<file path="config.mk">
export PLATFORM = sky130hd
export DESIGN_NAME = r_ptr_empty
export DESIGN_NICKNAME = d
export VERILOG_FILES = /design/src/rtl/r_ptr_empty_pkg.sv /design/src/rtl/r_ptr_empty_gray2bin.sv /design/src/rtl/r_ptr_empty.sv
export SDC_FILE = /design/constraint.sdc
export NUM_CORES = 1
export LEC_CHECK = 0
export ABC_AREA = 1
export BUFFER_PORTS_ARGS = -buffer_cell sky130_fd_sc_hd__clkbuf_2
export CORE_MARGIN = 3
export CORE_UTILIZATION = 25
export CTS_CLUSTER_DIAMETER = 60
export DETAILED_ROUTE_END_ITERATION = 10
export GPL_TIMING_DRIVEN = 0
export HOLD_SLACK_MARGIN = 0.08
export PLACE_DENSITY = 0.47
export SETUP_SLACK_MARGIN = 0.05
export SLEW_MARGIN = 20
export SYNTH_ARGS = -nofsm -noshare
export SYNTH_HDL_FRONTEND = slang
export SYNTH_HIERARCHICAL = 1
export SYNTH_SLANG_ARGS = --single-unit
</file>
<file path="constraint.sdc">
create_clock -name rclk -period 1.9 [get_ports rclk]
set_input_delay 0.095 -clock rclk [delete_from_list [all_inputs] [get_ports rclk]]
set_output_delay 0.095 -clock rclk [all_outputs]
set_load 0.005 [all_outputs]
</file>
<file path="src/rtl/r_ptr_empty_pkg.sv">
// +--------------------------------------------------------------------------+
// | r_ptr_empty_pkg : shared defaults for the dual-clock FIFO pointer blocks  |
// | Rev 1.0                                                                   |
// +--------------------------------------------------------------------------+
`default_nettype none

package r_ptr_empty_pkg;

  localparam int C_ADDRSIZE_DEFAULT  = 4;
  localparam int C_AE_THRESH_DEFAULT = 2;

endpackage

`default_nettype wire

</file>
<file path="src/rtl/r_ptr_empty_gray2bin.sv">
// +--------------------------------------------------------------------------+
// | r_ptr_empty_gray2bin : combinational Gray-to-binary decoder               |
// | Rev 1.0                                                                   |
// +--------------------------------------------------------------------------+
`default_nettype none

module r_ptr_empty_gray2bin #(
  parameter int WIDTH = 5
) (
  input  logic [WIDTH-1:0] gray,
  output logic [WIDTH-1:0] bin
);

  // Each binary bit is the XOR of all Gray bits at or above it.
  for (genvar i = 0; i < WIDTH; i++) begin : g_bit
    assign bin[i] = ^gray[WIDTH-1:i];
  end

endmodule

`default_nettype wire

</file>
<file path="src/rtl/r_ptr_empty.sv">
// +--------------------------------------------------------------------------+
// | r_ptr_empty : read-side pointer and empty/level/underflow status of the   |
// | dual-clock FIFO, living entirely in the read clock domain.                |
// | Rev 1.0                                                                   |
// +--------------------------------------------------------------------------+
`default_nettype none

module r_ptr_empty
  import r_ptr_empty_pkg::*;
#(
  parameter int ADDRSIZE  = C_ADDRSIZE_DEFAULT,
  parameter int AE_THRESH = C_AE_THRESH_DEFAULT
) (
  input  logic                rclk,
  input  logic                rrst_n,
  input  logic                rinc,
  input  logic [ADDRSIZE:0]   rq2_wptr,
  input  logic                rerr_clr,
  output logic                rempty,
  output logic                ralmost_empty,
  output logic [ADDRSIZE-1:0] raddr,
  output logic [ADDRSIZE:0]   rptr,
  output logic [ADDRSIZE:0]   rlevel,
  output logic                rerr
);

  localparam int C_PW = ADDRSIZE + 1;

  logic [ADDRSIZE:0] r_rbin;
  logic [ADDRSIZE:0] r_rptr;
  logic              r_rempty;
  logic              r_ralmost_empty;
  logic [ADDRSIZE:0] r_rlevel;
  logic              r_rerr;

  logic              w_take;
  logic [ADDRSIZE:0] w_rbinnext;
  logic [ADDRSIZE:0] w_rgraynext;
  logic [ADDRSIZE:0] w_wq2_bin;
  logic [ADDRSIZE:0] w_level_next;

  r_ptr_empty_gray2bin #(
    .WIDTH (C_PW)
  ) u_wq2_dec (
    .gray (rq2_wptr),
    .bin  (w_wq2_bin)
  );

  assign w_take       = rinc & ~r_rempty;
  assign w_rbinnext   = r_rbin + {{ADDRSIZE{1'b0}}, w_take};
  assign w_rgraynext  = (w_rbinnext >> 1) ^ w_rbinnext;
  // Modular subtraction stays correct across pointer wrap via the extra MSB.
  assign w_level_next = w_wq2_bin - w_rbinnext;

  always_ff @(posedge rclk or negedge rrst_n) begin
    if (!rrst_n) begin
      r_rbin <= '0;
      r_rptr <= '0;
    end else begin
      r_rbin <= w_rbinnext;
      r_rptr <= w_rgraynext;
    end
  end

  // Status is computed from the lagging synchronized write pointer, so it can
  // only under-report the fill level, never over-report it.
  always_ff @(posedge rclk or negedge rrst_n) begin
    if (!rrst_n) begin
      r_rempty        <= 1'b1;
      r_ralmost_empty <= 1'b1;
      r_rlevel        <= '0;
    end else begin
      r_rempty        <= (w_rgraynext == rq2_wptr);
      r_ralmost_empty <= (w_level_next <= C_PW'(AE_THRESH));
      r_rlevel        <= w_level_next;
    end
  end

  always_ff @(posedge rclk or negedge rrst_n) begin
    if (!rrst_n) begin
      r_rerr <= 1'b0;
    end else if (rinc && r_rempty) begin
      r_rerr <= 1'b1;
    end else if (rerr_clr) begin
      r_rerr <= 1'b0;
    end
  end

  assign rempty        = r_rempty;
  assign ralmost_empty = r_ralmost_empty;
  assign raddr         = r_rbin[ADDRSIZE-1:0];
  assign rptr          = r_rptr;
  assign rlevel        = r_rlevel;
  assign rerr          = r_rerr;

endmodule

`default_nettype wire

</file>
==> results.sh, run 1 <==
export IMPL_power_share_switching_pct=46.1
export IMPL_critical_path_cell_chain="inv_2 -> nand3_4 -> inv_2 -> ha_4 -> nand2_2 -> and2_4 -> ha_4 -> inv_2 -> nand2_2 -> nand2_2 -> nand2_2 -> nor2_1 -> nand2_1 -> nor2_2"
export IMPL_fp_dieW_um=75.7
export IMPL_r2r_slack_ns=0.06
export IMPL_p_leak_nw=0.920
export IMPL_io_buffers=25
export IMPL_rsz0062_at_grt="yes"
export IMPL_cts_tree="yes"
export IMPL_critPathMostFrequentCell="nand2_2"
export IMPL_synth_cell_types=19
export IMPL_path_depth=14
export IMPL_p_int_mw=1.37
export IMPL_dieArea_um2=5730
export IMPL_worstHoldPathType="in2reg"
export IMPL_ys_seq_elements=17
export IMPL_worst_path_buf_inv=3
export IMPL_grt_pass1_wl_um=4490
export IMPL_min_from="rinc"
export IMPL_ys_flop_type="dfrtp_1"
export IMPL_worstSetupPathType="reg2reg"
export IMPL_place_ws_ns=-0.0693
export IMPL_cts_root_buf="clkbuf_8"
export IMPL_core_area_um2=4500
export IMPL_vias=1139
export IMPL_p_per_area_nw_per_um2=1560
export IMPL_yosys_area_top_type_share_pct=30.9
export IMPL_reg2reg_depth=14
export IMPL_cp_end_kind="register"
export IMPL_status="finished, final reports clean"
export IMPL_tightest_slew_ns=0.439
export IMPL_critPathMaxFanout=4
export IMPL_ys_top_cells_by_area="dfrtp_1, nand2_1, inv_1"
export IMPL_start_kind="register"
export IMPL_firstDrtPassIters=4
export IMPL_io_pin_count=26
export IMPL_synthArstFlopShare_pct=100
export IMPL_max_freq_mhz=542
export IMPL_setup_viol=0
export IMPL_dp_cells=253
export IMPL_cts_sinks=17
export IMPL_cp_startpoint="rempty"
export IMPL_grt_max_degree=18
export IMPL_fin_skew_ns=0.00431
export IMPL_r2r_end="ralmost_empty"
export IMPL_synth_edf_count=0
export IMPL_finalCriticalPeriod_ns=1.84
export IMPL_ys_warn_count=6
export IMPL_nets=226
export IMPL_final_cells=264
export IMPL_drc=0
export IMPL_ir_drop_mv=0.373
export IMPL_period_share_pct=97.1
export IMPL_critPathMaxStageDelay_ns=0.54
export IMPL_wire_per_inst_um=10.5
export IMPL_syn_avg_cell_area_um2=6.90
export IMPL_postRouteAntennaNets=0
export IMPL_post_synth_top_count_cell="nand2_1"
export IMPL_n_antenna_cell=0
export IMPL_gr_total_overflow=0
export IMPL_r2r_start="rempty"
export IMPL_hold_viol_final=0
export IMPL_dpl_cell_area_um2=1420
export IMPL_clkLatencyLatePin_ns=0.25
export IMPL_drtIter0Drc=53
export IMPL_endpoint="ralmost_empty"
export IMPL_power_share_sequential_pct=26.3
export IMPL_synthesis_nets=189
export IMPL_synth_commonest_cells="nand2_1, inv_1, nand3_1"
export IMPL_crit_required_ns=2.09
export IMPL_clock_power_share_pct=10.8
export IMPL_syn2layout_area_growth_pct=34.4
export IMPL_htree_levels=1
export IMPL_syn_area_um2=1210
export IMPL_clk_pin_slew_ns=0.07
export IMPL_gp_congestion=0.770
export IMPL_start_util_pct=26.9
export IMPL_max_cap_violations=0
export IMPL_antenna_found_initial=0
export IMPL_relSlewSlack_pct=70.7
export IMPL_viasPerCell=4.31
export IMPL_grt_pass1_vias=1001
export IMPL_rows=24
export IMPL_seq_area_frac_synth_pct=35.3
export IMPL_grt_usage_pct=10.5
export IMPL_combPwrFrac_pct=63.0
export IMPL_finalInstanceArea_um2=1630
export IMPL_routed_wl_um=2780
export IMPL_yosys_area_top_type="dfrtp_1"
export IMPL_die_y_um=75.7
export IMPL_cpMaxStageDelayCell="dfstp_2"
export IMPL_drive_above_1_share_pct=42.0
export IMPL_cp_top_family="simple AND/OR/NAND/NOR gates"
export IMPL_netSwitchingPower_mw=1.18
export IMPL_worst_hold_slack_ns=0.167
export IMPL_drv_slew=0
export IMPL_clk_path_buf_depth=2
export IMPL_fin_ws_ns=0.0559
export IMPL_numCtsBuffers=3
export IMPL_syn_inst=176
export IMPL_arrival_ns=2.04
export IMPL_tns_ns=0
export IMPL_dp_hpwl_um=2160
[worst min-delay path by stage]
stage	cells past startpoint	to	slack (ns)
final	3	rerr	0.17
after global routing	5	rempty	0.20
after CTS	3	rerr	0.16
after detailed placement	1	rerr	0.07
after global placement	1	rerr	0.06
after floorplan	0	r_rbin[0]	-0.20
[worst register-to-register path, stage by stage, from the launching register on]
cell and delay, ns:
dfstp_2 0.54, inv_2 0.05, nand3_4 0.06, inv_2 0.04, ha_4 0.29, nand2_2 0.06, and2_4 0.16, ha_4 0.15
inv_2 0.05, nand2_2 0.06, nand2_2 0.06, nand2_2 0.04, nor2_1 0.08, nand2_1 0.07, nor2_2 0.07
[sequential cells by signal, indices dropped and copies added, names as in the netlist]
name	count
r_rbin	5
rlevel	5
rptr	4
ralmost_empty	1
rempty	1
rerr	1
[layer usage]
layer  GRT usage [%]  vias up  wire length, um
li1                -      612                -
met1            14.5      504             1410
met2            16.1       21             1250
met3            1.58        2               84
met4            4.66        0               36
met5               0        -                0
[power groups by stage]
| stage | registers [mW] | clock network [mW] | logic, mW |
|---|---|---|---|
| after CTS | 0.663 | 0.287 | 1.48 |
| after floorplan | 0.675 | 0 | 0.929 |
| after global placement | 0.667 | 0 | 1.32 |
| after detailed placement | 0.668 | 0 | 1.32 |
| final | 0.671 | 0.275 | 1.61 |
| after global routing | 0.692 | 0.300 | 1.84 |
[final cells by class]
cell class,instances,area [um^2]
Clock buffer,4,45.0
Buffer,1,7.51
Sequential cell,17,432
Tap cell,52,65.1
Timing Repair Buffer,32,186
Multi-Input combinational cell,121,754
Fill cell,474,2870
Inverter,37,141
[cell usage in the layout, fill, tap and decap left out, types with 4 or more instances in the layout]
master    count
buf_4         5
nand2_2      23
nor2_1        5
nand2_4       5
clkbuf_2     25
inv_1        30
dfrtp_1      12
inv_2         6
nand3_1      22
nand3_2       4
nand2_1      44
[cells by family after synthesis]
family | count (synthesis) | share of synthesized area (%)
simple gates | 113 | 46.0
xor+xnor | 2 | 1.44
flops | 17 | 35.3
compound gates | 2 | 1.13
buf+inv | 38 | 12.1
fa+ha+maj | 4 | 4.12
[stage by stage]
stage	utilization, %	total power, mW
2_1_floorplan	-	1.60
3_3_place_gp	31.6	1.99
3_5_place_dp	31.6	1.98
4_1_cts	34.6	2.43
5_1_grt	36.2	2.83
6_report	36.2	2.55
[what timing repair did]
action                     CTS  global route
resized for setup           12            20
hold endpoints to repair    16             0
cloned                       0             0
hold buffers                 2             0
pin swaps                    8            12
setup endpoints to repair    2             5
buffers inserted             5             0
(Power assumes the default switching activity.)
==> run 2, diff against run 1 <==
--- a/config.mk
+++ b/config.mk
@@ -10,10 +10,12 @@
 export CORE_MARGIN = 3
 export CORE_UTILIZATION = 25
 export CTS_CLUSTER_DIAMETER = 60
+export CTS_CLUSTER_SIZE = 12
 export DETAILED_ROUTE_END_ITERATION = 10
 export GPL_TIMING_DRIVEN = 0
 export HOLD_SLACK_MARGIN = 0.08
 export PLACE_DENSITY = 0.47
+export REMOVE_ABC_BUFFERS = 1
 export SETUP_SLACK_MARGIN = 0.05
 export SLEW_MARGIN = 20
 export SYNTH_ARGS = -nofsm -noshare
==> constraint.sdc (replaced) <==
create_clock -name rclk -period 1.9 [get_ports rclk]
set_input_delay 0.095 -clock rclk [delete_from_list [all_inputs] [get_ports rclk]]
set_output_delay 0.095 -clock rclk [all_outputs]
set_load 0.02 [all_outputs]
==> run 2 against run 1 <==
First-iteration DRC count is 42% lower. Register-to-register slack lost 0.04 ns. Worst hold slack worse by 0.027 ns. Sequential power barely moved. Combinational power up 12%. Design area up 0.31%. Power increased by 8.3%. Setup slack got worse by 0.037 ns. Largest cell class unchanged.
==> results.sh, run 2 (synthesis results as in run 1) <==
export IMPL_setup_viol=0
export IMPL_drc=0
export IMPL_final_common_cell="nand2_1"
export IMPL_cp_end_kind="register"
export IMPL_nFillCells=489
export IMPL_grt_use_met3_pct=1.72
export IMPL_arrival_ns=2.07
export IMPL_dp_cells=252
export IMPL_critPathMaxFanout=4
export IMPL_met2_usage_pct=17.6
export IMPL_gp_congestion=0.778
export IMPL_numCtsBuffers=3
export IMPL_grt_busiest_layer="met2"
export IMPL_gr_total_overflow=0
export IMPL_rsz0062_at_grt="yes"
export IMPL_drive_above_1_share_pct=41.3
export IMPL_fin_skew_ns=0.00750
export IMPL_wire_per_inst_um=10.3
export IMPL_start_kind="register"
export IMPL_final_cell_mix="nand2_1, inv_1, clkbuf_2"
export IMPL_drv_slew=0
export IMPL_p_leak_nw=0.931
export IMPL_clkLatencyLatePin_ns=0.25
export IMPL_routed_wl_um=2720
export IMPL_finalCriticalPeriod_ns=1.88
export IMPL_grt_max_degree=18
export IMPL_final_cells=265
export IMPL_cts_root_buf="clkbuf_8"
export IMPL_grt_pass1_wl_um=4740
export IMPL_crit_required_ns=2.09
export IMPL_io_pin_count=26
export IMPL_start_util_pct=26.9
export IMPL_hold_viol_final=0
export IMPL_grt_pass1_vias=1048
export IMPL_antenna_found_initial=0
export IMPL_viasPerCell=4.24
export IMPL_vias=1123
export IMPL_period_share_pct=99.0
export IMPL_htree_levels=1
export IMPL_fp_dieW_um=75.7
export IMPL_firstDrtPassIters=4
export IMPL_grt_usage_pct=10.7
export IMPL_dieArea_um2=5730
export IMPL_worstHoldPathType="in2reg"
export IMPL_clk_pin_slew_ns=0.08
export IMPL_power_mw=2.76
export IMPL_n_antenna_cell=0
export IMPL_reg2reg_depth=14
export IMPL_nets=227
export IMPL_drtIter0Drc=31
export IMPL_min_path_cells=3
export IMPL_relSlewSlack_pct=70.1
export IMPL_cts_tree="yes"
export IMPL_syn2layout_area_growth_pct=34.8
export IMPL_rows=24
export IMPL_cts_sinks=17
export IMPL_tightest_slew_ns=0.449
export IMPL_die_y_um=75.7
export IMPL_status="finished, final reports clean"
export IMPL_worstSetupPathType="reg2reg"
export IMPL_dp_hpwl_um=2110
export IMPL_p_per_area_nw_per_um2=1690
export IMPL_use_met1_pct=14.4
export IMPL_core_area_um2=4500
export IMPL_postRouteAntennaNets=0
export IMPL_clk_path_buf_depth=2
export IMPL_io_buffers=25
export IMPL_max_cap_violations=0
export IMPL_max_freq_mhz=532
export IMPL_ir_drop_mv=0.431
run 2: changes by cell type in the layout (fill, tap and decap cells not counted), sizes merged:
cell    change
clkinv      +1
clkbuf      -1
buf         +1
run 2: power by group:
| part | leakage (nW) | total (mW) | internal (mW) | switching, mW |
|---|---|---|---|---|
| combinational | 0.706 | 1.81 | 0.701 | 1.11 |
| sequential | 0.199 | 0.669 | 0.542 | 0.127 |
| clock | 0.0255 | 0.278 | 0.146 | 0.133 |
| total | 0.931 | 2.76 | 1.39 | 1.37 |
run 2: path summary, 6_finish.rpt:
path                              from       endpoint  slack [ns]
worst max-delay path            rempty  ralmost_empty        0.02
worst min-delay path              rinc           rerr        0.14
worst max register to register  rempty  ralmost_empty        0.02
worst min register to register    rerr           rerr        0.54
max in group asynchronous       rrst_n  ralmost_empty        1.24
min in group asynchronous       rrst_n        rptr[2]        0.31
run 2: cell type report:
class                           count  area, um^2  area share, %
Multi-Input combinational cell    121         753           46.0
Sequential cell                    17         432           26.4
Timing Repair Buffer               34         201           12.3
Inverter                           37         139           8.49
Tap cell                           52        65.1           3.98
Clock buffer                        3        41.3           2.52
Clock inverter                      1        5.00          0.306
run 2: critical path, cell delays in order (launching register included):
cell	delay, ns
dfstp_2	0.54
inv_2	0.05
nand3_2	0.07
inv_2	0.05
ha_4	0.28
nand2_2	0.06
and2_4	0.16
ha_4	0.15
inv_2	0.05
nand2_2	0.05
nand2_1	0.09
nand2_1	0.05
nand2_1	0.06
nand2_2	0.06
nor2_2	0.09
run 2: what timing repair did:
item | 4_1_cts | 5_1_grt
resized for setup | 12 | 22
buffers inserted | 5 | 2
pin swaps | 9 | 14
setup endpoints to repair | 6 | 5
hold buffers | 2 | 0
endpoints found under the hold margin | 16 | 0
run 2: through the flow:
| stage | worst slack (ns) | hold WS (ns) | area [um^2] | setup TNS [ns] | utilization [%] |
|---|---|---|---|---|---|
| 6_report | 0.0187 | 0.140 | 1640 | 0 | 36.3 |
| 3_5_place_dp | -0.302 | 0.0624 | 1400 | -0.737 | 31.0 |
| 4_1_cts | -0.0426 | 0.137 | 1540 | -0.0426 | 34.2 |
| 5_1_grt | -0.133 | 0.167 | 1640 | -0.205 | 36.3 |
| 3_3_place_gp | -0.306 | 0.0657 | 1400 | -0.743 | 31.0 |
| 2_1_floorplan | -0.201 | -0.201 | 1210 | -0.425 | - |
run 2: layer usage:
metal  wire length (um)  vias to the layer above  share of wire [%]
met2               1250                       17                 46
met5                  0                        -                  0
met3                108                        2                4.0
met4                 27                        0               0.99
li1                   -                      613                  -
met1               1340                      491                 49
